File: config.mk
export PLATFORM = sky130hd
export DESIGN_NAME = eth_mmio_axis_bridge_flat
export DESIGN_NICKNAME = d
export VERILOG_FILES = /design/src/rtl/eth_mmio_pkg.sv /design/src/rtl/eth_mmio_axis_bridge_if.sv /design/src/rtl/eth_sync_fifo.sv /design/src/rtl/eth_mmio_axis_bridge.sv /design/src/flat_wrapper.sv
export SDC_FILE = /design/constraint.sdc
export NUM_CORES = 1
export LEC_CHECK = 0
export ABC_CLOCK_PERIOD_IN_PS = 6230
export CAP_MARGIN = 15
export CORE_MARGIN = 1
export CORE_UTILIZATION = 40
export DETAILED_ROUTE_END_ITERATION = 6
export PLACE_DENSITY_LB_ADDON = 0.25
export SLEW_MARGIN = 30
export SYNTH_ARGS = -nofsm -noshare
export SYNTH_HDL_FRONTEND = slang
export SYNTH_HIERARCHICAL = 1
export SYNTH_SLANG_ARGS = --single-unit
File: constraint.sdc
create_clock -name clk -period 6.23 [get_ports clk]
set_clock_uncertainty 0.2 [all_clocks]
set_input_delay 1.5575 -clock clk [delete_from_list [all_inputs] [get_ports clk]]
set_output_delay 1.5575 -clock clk [all_outputs]
set_load 0.1 [all_outputs]
File: src/rtl/eth_mmio_pkg.sv
// Shared definitions for the MMIO-to-AXI-Stream bridge.
// Contents: read/write register offsets (byte address bits [7:0]),
// STATUS bit positions and the layout of one TX staging FIFO entry.
package eth_mmio_pkg;

  // Read map
  localparam logic [7:0] RD_RX_DATA   = 8'h00;
  localparam logic [7:0] RD_RX_KEEP   = 8'h04;
  localparam logic [7:0] RD_RX_VALID  = 8'h08;
  localparam logic [7:0] RD_RX_LAST   = 8'h0C;
  localparam logic [7:0] RD_TX_FREE   = 8'h10;
  localparam logic [7:0] RD_STATUS    = 8'h14;
  localparam logic [7:0] RD_TS_COUNT  = 8'h18;
  localparam logic [7:0] RD_RX_TICKS  = 8'h1C;
  localparam logic [7:0] RD_TX_TICKS  = 8'h20;
  localparam logic [7:0] RD_RX_FRAMES = 8'h24;
  localparam logic [7:0] RD_TX_FRAMES = 8'h28;

  // Write map
  localparam logic [7:0] WR_TX_DATA = 8'h00;
  localparam logic [7:0] WR_TX_KEEP = 8'h04;
  localparam logic [7:0] WR_TX_LAST = 8'h08;
  localparam logic [7:0] WR_IRQ_EN  = 8'h0C;
  localparam logic [7:0] WR_STATUS  = 8'h10;
  localparam logic [7:0] WR_CLR     = 8'h14;

  // STATUS bits
  localparam int ST_RX_VALID = 0;
  localparam int ST_TS_VALID = 1;
  localparam int ST_TX_OVF   = 2;
  localparam int ST_TS_OVF   = 3;
  localparam int ST_PHY_DONE = 4;

  localparam int TX_ENTRY_W = 37;

  // One staged TX word: {last, keep, data}
  typedef struct packed {
    logic        last;
    logic [3:0]  keep;
    logic [31:0] data;
  } tx_entry_t;

endpackage

File: src/rtl/eth_mmio_axis_bridge_if.sv
// AXI-Stream link between the bridge and the MAC FIFO.
// Signals: tdata[31:0], tkeep[3:0], tlast, tvalid, tready.
// Handshake: a beat transfers on a rising clock edge where tvalid and tready
// are both high; once tvalid is raised the source holds tdata/tkeep/tlast
// stable until that transfer, and tvalid never depends on tready.
// master drives data/valid, slave drives ready.
interface eth_mmio_axis_bridge_if;
  logic [31:0] tdata;
  logic [3:0]  tkeep;
  logic        tlast;
  logic        tvalid;
  logic        tready;

  modport master (output tdata, tkeep, tlast, tvalid, input tready);
  modport slave  (input tdata, tkeep, tlast, tvalid, output tready);
endinterface

File: src/rtl/eth_sync_fifo.sv
// Single-clock show-ahead FIFO: dout always shows the head entry.
// Ports: push/din write side, pop read side, empty/full flags, count
// of stored entries. A push into a full FIFO is accepted only when a pop
// happens in the same cycle; otherwise it is discarded. Pops on empty are
// ignored. Reset flushes the pointers; storage itself is not cleared.
module eth_sync_fifo #(
  parameter int WIDTH = 8,
  parameter int DEPTH = 4
) (
  input  logic                     clk,
  input  logic                     rst_n,
  input  logic                     push,
  input  logic [WIDTH-1:0]         din,
  input  logic                     pop,
  output logic [WIDTH-1:0]         dout,
  output logic                     empty,
  output logic                     full,
  output logic [$clog2(DEPTH):0]   count
);
  localparam int AW = $clog2(DEPTH);

  logic [WIDTH-1:0] mem [DEPTH];
  logic [AW-1:0]    wr_ptr;
  logic [AW-1:0]    rd_ptr;
  logic             do_push;
  logic             do_pop;

  assign empty   = (count == '0);
  assign full    = (count == (AW+1)'(DEPTH));
  assign do_pop  = pop & ~empty;
  assign do_push = push & (~full | do_pop);
  assign dout    = mem[rd_ptr];

  always_ff @(posedge clk) begin
    if (do_push) mem[wr_ptr] <= din;
  end

  always_ff @(posedge clk or negedge rst_n) begin
    if (!rst_n) begin
      wr_ptr <= '0;
      rd_ptr <= '0;
      count  <= '0;
    end else begin
      if (do_push) wr_ptr <= wr_ptr + AW'(1);
      if (do_pop)  rd_ptr <= rd_ptr + AW'(1);
      case ({do_push, do_pop})
        2'b10:   count <= count + (AW+1)'(1);
        2'b01:   count <= count - (AW+1)'(1);
        default: ;
      endcase
    end
  end
endmodule

File: src/rtl/eth_mmio_axis_bridge.sv
// CPU strobe/done bus to MAC AXI-Stream bridge.
// Ports: clk, rst_n (async active-low); strobe_i/addr_i/we_i/data_i bus
// request, done_o (2 cycles after strobe_i) and data_o (registered read
// data); tx_axis (master, to MAC) fed from a TX staging FIFO; rx_axis
// (slave, from MAC) popped by reads of RX_DATA; phy_rstdone_i shown in
// STATUS; irq_o = registered OR of enabled pending STATUS[3:0] bits.
// Also keeps a free-running tick counter, a {rx_tick, tx_tick} timestamp
// FIFO per transmitted frame, and RX/TX frame counters.
module eth_mmio_axis_bridge
  import eth_mmio_pkg::*;
#(
  parameter int TX_DEPTH  = 16,
  parameter int TS_DEPTH  = 4,
  parameter int CNT_WIDTH = 32
) (
  input  logic                          clk,
  input  logic                          rst_n,
  input  logic                          strobe_i,
  input  logic [31:0]                   addr_i,
  input  logic                          we_i,
  input  logic [31:0]                   data_i,
  output logic                          done_o,
  output logic [31:0]                   data_o,
  eth_mmio_axis_bridge_if.master        tx_axis,
  eth_mmio_axis_bridge_if.slave         rx_axis,
  input  logic                          phy_rstdone_i,
  output logic                          irq_o
);
  localparam int TXAW = $clog2(TX_DEPTH);
  localparam int TSAW = $clog2(TS_DEPTH);

  logic [7:0]             reg_addr;
  logic                   rd_req, wr_req;
  logic                   unused_addr;
  logic [CNT_WIDTH-1:0]   tick, rx_tmp, rx_frames, tx_frames;
  logic                   rx_first;
  logic [3:0]             tx_keep, irq_en;
  logic                   tx_last, tx_ovf, ts_ovf, strobe_d;
  tx_entry_t              tx_din, tx_head;
  logic                   tx_push, tx_pop, tx_empty, tx_full, tx_last_hs;
  logic [TXAW:0]          tx_count;
  logic [2*CNT_WIDTH-1:0] ts_din, ts_head;
  logic                   ts_push, ts_pop, ts_empty, ts_full;
  logic [TSAW:0]          ts_count;
  logic                   rx_pop, clr_frames;
  logic [4:0]             status;
  logic [31:0]            rdata;

  assign reg_addr    = addr_i[7:0];
  assign unused_addr = ^addr_i[31:8];
  assign rd_req      = strobe_i & ~we_i;
  assign wr_req      = strobe_i & we_i;

  // RX: the read strobe of RX_DATA is itself the pop.
  assign rx_pop         = rd_req & (reg_addr == RD_RX_DATA) & rx_axis.tvalid;
  assign rx_axis.tready = rx_pop;

  // TX staging FIFO head drives the stream directly.
  assign tx_push         = wr_req & (reg_addr == WR_TX_DATA);
  assign tx_din          = '{last: tx_last, keep: tx_keep, data: data_i};
  assign tx_axis.tdata   = tx_head.data;
  assign tx_axis.tkeep   = tx_head.keep;
  assign tx_axis.tlast   = tx_head.last;
  assign tx_axis.tvalid  = ~tx_empty;
  assign tx_pop          = ~tx_empty & tx_axis.tready;
  assign tx_last_hs      = tx_pop & tx_head.last;

  eth_sync_fifo #(.WIDTH(TX_ENTRY_W), .DEPTH(TX_DEPTH)) u_tx_fifo (
    .clk(clk), .rst_n(rst_n), .push(tx_push), .din(tx_din), .pop(tx_pop),
    .dout(tx_head), .empty(tx_empty), .full(tx_full), .count(tx_count)
  );

  // Timestamp entry: upper half = tick of first RX word, lower = TX tlast tick.
  assign ts_push = tx_last_hs;
  assign ts_din  = {rx_tmp, tick};
  assign ts_pop  = rd_req & (reg_addr == RD_TX_TICKS) & ~ts_empty;

  eth_sync_fifo #(.WIDTH(2*CNT_WIDTH), .DEPTH(TS_DEPTH)) u_ts_fifo (
    .clk(clk), .rst_n(rst_n), .push(ts_push), .din(ts_din), .pop(ts_pop),
    .dout(ts_head), .empty(ts_empty), .full(ts_full), .count(ts_count)
  );

  assign clr_frames = wr_req & (reg_addr == WR_CLR) & data_i[0];
  assign status     = {phy_rstdone_i, ts_ovf, tx_ovf, ~ts_empty, rx_axis.tvalid};

  always_comb begin
    rdata = '0;
    case (reg_addr)
      RD_RX_DATA:   if (rx_axis.tvalid) rdata = rx_axis.tdata;
      RD_RX_KEEP:   rdata[3:0] = rx_axis.tkeep;
      RD_RX_VALID:  rdata[0] = rx_axis.tvalid;
      RD_RX_LAST:   rdata[0] = rx_axis.tlast;
      RD_TX_FREE:   rdata = 32'(TX_DEPTH) - 32'(tx_count);
      RD_STATUS:    rdata[4:0] = status;
      RD_TS_COUNT:  rdata = 32'(ts_count);
      RD_RX_TICKS:  if (!ts_empty) rdata[CNT_WIDTH-1:0] = ts_head[2*CNT_WIDTH-1:CNT_WIDTH];
      RD_TX_TICKS:  if (!ts_empty) rdata[CNT_WIDTH-1:0] = ts_head[CNT_WIDTH-1:0];
      RD_RX_FRAMES: rdata[CNT_WIDTH-1:0] = rx_frames;
      RD_TX_FRAMES: rdata[CNT_WIDTH-1:0] = tx_frames;
      default:      ;
    endcase
  end

  always_ff @(posedge clk or negedge rst_n) begin
    if (!rst_n) begin
      tick      <= '0;
      rx_tmp    <= '0;
      rx_first  <= 1'b1;
      rx_frames <= '0;
      tx_frames <= '0;
      tx_keep   <= 4'hF;
      tx_last   <= 1'b0;
      tx_ovf    <= 1'b0;
      ts_ovf    <= 1'b0;
      irq_en    <= '0;
      strobe_d  <= 1'b0;
      done_o    <= 1'b0;
      data_o    <= '0;
      irq_o     <= 1'b0;
    end else begin
      tick     <= tick + CNT_WIDTH'(1);
      strobe_d <= strobe_i;
      done_o   <= strobe_d;
      if (rd_req) data_o <= rdata;

      // rx_first re-arms after a tlast pop so the next pop starts a new frame.
      if (rx_pop) begin
        if (rx_first) rx_tmp <= tick;
        rx_first <= rx_axis.tlast;
      end

      if (clr_frames) begin
        rx_frames <= '0;
        tx_frames <= '0;
      end else begin
        if (rx_pop && rx_axis.tlast) rx_frames <= rx_frames + CNT_WIDTH'(1);
        if (tx_last_hs)              tx_frames <= tx_frames + CNT_WIDTH'(1);
      end

      if (wr_req) begin
        case (reg_addr)
          WR_TX_KEEP: tx_keep <= data_i[3:0];
          WR_TX_LAST: tx_last <= data_i[0];
          WR_IRQ_EN:  irq_en  <= data_i[3:0];
          WR_STATUS: begin
            if (data_i[ST_TX_OVF]) tx_ovf <= 1'b0;
            if (data_i[ST_TS_OVF]) ts_ovf <= 1'b0;
          end
          default: ;
        endcase
      end
      if (tx_push) tx_last <= 1'b0;

      // New overflow events take priority over a same-cycle W1C.
      if (tx_push && tx_full && !tx_pop) tx_ovf <= 1'b1;
      if (ts_push && ts_full && !ts_pop) ts_ovf <= 1'b1;

      irq_o <= |(status[3:0] & irq_en);
    end
  end
endmodule

File: src/flat_wrapper.sv
// flat-port wrapper written by rule: the top's interface ports become plain ports
module eth_mmio_axis_bridge_flat import eth_mmio_pkg::*;
#(
  parameter int TX_DEPTH  = 16,
  parameter int TS_DEPTH  = 4,
  parameter int CNT_WIDTH = 32
)
  (clk, rst_n, strobe_i, addr_i, we_i, data_i, done_o, data_o, phy_rstdone_i, irq_o, tx_axis_tdata, tx_axis_tkeep, tx_axis_tlast, tx_axis_tvalid, tx_axis_tready, rx_axis_tdata, rx_axis_tkeep, rx_axis_tlast, rx_axis_tvalid, rx_axis_tready);
  eth_mmio_axis_bridge_if tx_axis_i ();
  eth_mmio_axis_bridge_if rx_axis_i ();
  input  logic clk;
  input  logic rst_n;
  input  logic strobe_i;
  input  logic [31:0] addr_i;
  input  logic we_i;
  input  logic [31:0] data_i;
  output logic done_o;
  output logic [31:0] data_o;
  input  logic phy_rstdone_i;
  output logic irq_o;
  output wire logic [$bits(tx_axis_i.tdata)-1:0] tx_axis_tdata;
  output wire logic [$bits(tx_axis_i.tkeep)-1:0] tx_axis_tkeep;
  output wire logic [$bits(tx_axis_i.tlast)-1:0] tx_axis_tlast;
  output wire logic [$bits(tx_axis_i.tvalid)-1:0] tx_axis_tvalid;
  input wire logic [$bits(tx_axis_i.tready)-1:0] tx_axis_tready;
  input wire logic [$bits(rx_axis_i.tdata)-1:0] rx_axis_tdata;
  input wire logic [$bits(rx_axis_i.tkeep)-1:0] rx_axis_tkeep;
  input wire logic [$bits(rx_axis_i.tlast)-1:0] rx_axis_tlast;
  input wire logic [$bits(rx_axis_i.tvalid)-1:0] rx_axis_tvalid;
  output wire logic [$bits(rx_axis_i.tready)-1:0] rx_axis_tready;
  assign tx_axis_tdata = tx_axis_i.tdata;
  assign tx_axis_tkeep = tx_axis_i.tkeep;
  assign tx_axis_tlast = tx_axis_i.tlast;
  assign tx_axis_tvalid = tx_axis_i.tvalid;
  assign tx_axis_i.tready = tx_axis_tready;
  assign rx_axis_i.tdata = rx_axis_tdata;
  assign rx_axis_i.tkeep = rx_axis_tkeep;
  assign rx_axis_i.tlast = rx_axis_tlast;
  assign rx_axis_i.tvalid = rx_axis_tvalid;
  assign rx_axis_tready = rx_axis_i.tready;
  eth_mmio_axis_bridge #(.TX_DEPTH(TX_DEPTH), .TS_DEPTH(TS_DEPTH), .CNT_WIDTH(CNT_WIDTH)) u_core (.clk(clk), .rst_n(rst_n), .strobe_i(strobe_i), .addr_i(addr_i), .we_i(we_i), .data_i(data_i), .done_o(done_o), .data_o(data_o), .tx_axis(tx_axis_i), .rx_axis(rx_axis_i), .phy_rstdone_i(phy_rstdone_i), .irq_o(irq_o));
endmodule
==> results.json <==
{
  "status": "finished clean",
  "crit_path_start_kind": "primary input",
  "hold_viol_final": 0,
  "synth_ff_type": "edfxtp_1",
  "grt_max_degree": 99,
  "root_buffer": "clkbuf_16",
  "setup-tns-final_ns": 0,
  "cts_buffers": 105,
  "synth_top_family_by_area": "multiplexers",
  "synth_area_sq_um": 41800,
  "hp-class": "reg2reg",
  "synthCells": 2305,
  "ctsHoldBuffers": 0,
  "period_needed_ns": 5.37,
  "worstSkewPairLatency_ns": 0.69,
  "synth_fa_ha_area_frac": 0.00605,
  "cts_tree": "built",
  "via_per_inst": 5.60,
  "cts_sinks": 1043,
  "final_max_slew_viol_count": 0,
  "period_share": 0.862,
  "design_area_sq_um": 48800,
  "grt_pass1_wl_um": 147000,
  "core_sq_um": 103000,
  "cts_resized": 0,
  "clk_pin_slew_worst_paths_ns": 0.05,
  "die_x_um": 325,
  "yosysTopAreaCellShare": 0.610,
  "synth_area_leaders": "edfxtp_1, mux4_2, dfrtp_1, a22oi_1, xnor2_1",
  "syn_nets": 2432,
  "power.leakage_nw": 16.8,
  "rows": 118,
  "yosys_warnings": 6,
  "synthSimpleGateAreaFrac": 0.0510,
  "synth_xor_area_frac": 0.0185,
  "vias": 22300,
  "worstPathCellList": "clkdlybuf4s50_1 > nor4_1 > buf_4 > and3_1 > and2_1 > buf_12",
  "wirelength_um": 97600,
  "place_area_sq_um": 45400,
  "clk_path_buf_depth": 3,
  "layout.nets": 2633,
  "drc": 0,
  "diodes": 0,
  "cp-end-kind": "primary output",
  "cp_max_fo": 11,
  "port_buffers": 156,
  "dieHeight_um": 325,
  "final_antenna_net_count": 0,
  "antenna_found_initial": 5,
  "synth_cell_types": 69,
  "grt_overflow": 0,
  "relSlewSlack": 0.329,
  "path_class": "in2out",
  "synth_edf_count": 848,
  "synth.avg_cell_area_sq_um": 18.1,
  "final_layout_size_suffix_gt1_frac": 0.215,
  "synth.most_common_cell": "edfxtp_1",
  "cp.buffers_inverters": 3,
  "critPathSlowestCell": "clkdlybuf4s50_1",
  "required_ns": 4.47,
  "start_util": 0.403,
  "synth_commonest_cells": "edfxtp_1, mux4_2, dfrtp_1",
  "htreeDepth": 3,
  "power_density_nw_per_um2": 399,
  "place_hpwl_um": 55000,
  "first_pass_iters": 5,
  "syn_to_final_growth_pct": 16.9,
  "ir_drop_v": 0.000354,
  "max_freq_mhz": 186,
  "cp.arrival_ns": 3.62,
  "async_flop_share": 0.187,
  "gp_congestion": 0.824,
  "detail_route.iter0.violations": 1960,
  "ys_ff_latch": 1043,
  "rsz0062_at_grt": "no",
  "die_area_sq_um": 106000,
  "synth_compound_area_frac": 0.0529,
  "io_pins": 181,
  "wl_per_cell_um": 24.5,
  "yosysSeqAreaShare": 0.727,
  "slowest_delay_ns": 0.74,
  "worst_pin_slew_ns": 1.00,
  "track_usage": 0.185,
  "grt_pass1_vias": 23200,
  "synth_top_cell_by_area": "edfxtp_1",
  "total_power_mw": 19.5,
  "post_cts_buffers": 0,
  "finalSetupViolCount": 0,
  "cap_viol_max_count": 0,
  "cp_top_family": "buffers and inverters",
  "synthMuxAreaShare": 0.128
}
-- flip-flops by register name (all words and copies together), names as in the netlist --
register                 cells
u_core/data_o               32
u_core/done_o                1
u_core/irq_en                4
u_core/irq_o                 1
u_core/rx_first              1
u_core/rx_frames            32
u_core/rx_tmp               32
u_core/strobe_d              1
u_core/tick                 32
u_core/ts_ovf                1
u_core/tx_frames            32
u_core/tx_keep               4
u_core/tx_last               1
u_core/tx_ovf                1
u_core/u_ts_fifo/count       3
u_core/u_ts_fifo/mem       256
u_core/u_ts_fifo/rd_ptr      2
u_core/u_ts_fifo/wr_ptr      2
u_core/u_tx_fifo/count       5
u_core/u_tx_fifo/mem       592
u_core/u_tx_fifo/rd_ptr      4
u_core/u_tx_fifo/wr_ptr      4
-- routing by layer --
metal	GRT usage	part of all wire
met1	0.244	0.42
met2	0.316	0.51
met3	0.0356	0.057
met4	0.0465	0.019
met5	0	0.00071
-- layout make-up --
class                      count  area, sq um
clock buffer                 129         2740
clock inverter                68          633
fill                        8632        54700
inverter                      34          128
multi-input combinational   1103        10900
sequential                  1043        30400
tap                         1380         1730
timing repair buffer         219         2310
-- metrics by stage --
stage | worst slack, ns | cells | hold WS (ns) | utilization
2_1_floorplan | 0.810 | 2305 | 0.131 | -
3_3_place_gp | 0.831 | 3778 | 0.134 | 0.439
3_5_place_dp | 0.791 | 3779 | 0.137 | 0.439
4_1_cts | 0.868 | 3976 | 0.150 | 0.471
5_1_grt | 0.783 | 3976 | 0.159 | 0.472
6_report | 0.857 | 3976 | 0.149 | 0.472
-- cell families after synthesis --
kind of cell	after synthesis
buffers and inverters	159
multiplexers	262
adder cells (fa/ha/maj)	19
flip-flops	1043
AND/OR/NAND/NOR	422
XOR/XNOR	88
AO/OA/AOI/OAI	312
-- worst paths after layout --
check / start / to / slack (ns) / depth (start not counted)
max: addr_i[3] / rx_axis_tready / 0.86 / 6
min: u_core/strobe_d / u_core/done_o / 0.15 / 0
max reg2reg: u_core/u_tx_fifo/rd_ptr[0] / u_core/u_ts_fifo/count[2] / 1.79 / 13
min reg2reg: u_core/strobe_d / u_core/done_o / 0.15 / 0
max in group asynchronous: rst_n / u_core/u_ts_fifo/rd_ptr[0] / 4.30 / 2
min in group asynchronous: rst_n / u_core/rx_tmp[27] / 0.62 / 1
-- placed cells by master (no fill, tap or decap), types with 5 or more instances in the layout --
cell type        synthesis  final
nor2_1                  84     70
clkbuf_1                76     22
o21ai_0                 30     30
nand2_1                120    120
buf_4                   12     64
nor3_1                  23     18
bufinv_16                0      8
or3_1                   23     23
clkbuf_16                0    105
nor4_1                  16     14
nand3_1                 54     54
clkinv_1                 0     20
clkinvlp_4               0      6
inv_1                   34     34
and2_2                   4      5
xor2_1                  29     29
dfstp_2                  5      5
clkinv_2                 0     21
clkdlybuf4s50_1          0    122
a22oi_1                163    163
edfxtp_1               848    848
and3_1                  10      9
dfrtp_1                190    186
mux2i_1                  8      8
nor2b_1                  7      5
nand2b_1                11     10
mux2_2                  41     41
a21oi_1                 54     54
mux4_2                 212    212
nand4_1                 31     31
nor2_4                   0     13
and4_1                  10     10
buf_12                   0     27
o22a_1                  28     28
xnor2_1                 59     59
ha_1                    17     17
or4_1                    6      6
-- where the power goes --
part           switching (mW)  total (mW)  internal, mW  leakage [nW]
logic                    3.56        5.31          1.75          4.43
registers               0.272        8.04          7.77          10.7
clock network            2.66        6.13          3.47          1.64
total                    6.49        19.5          13.0          16.8
Power figures use the tool's default switching activity.
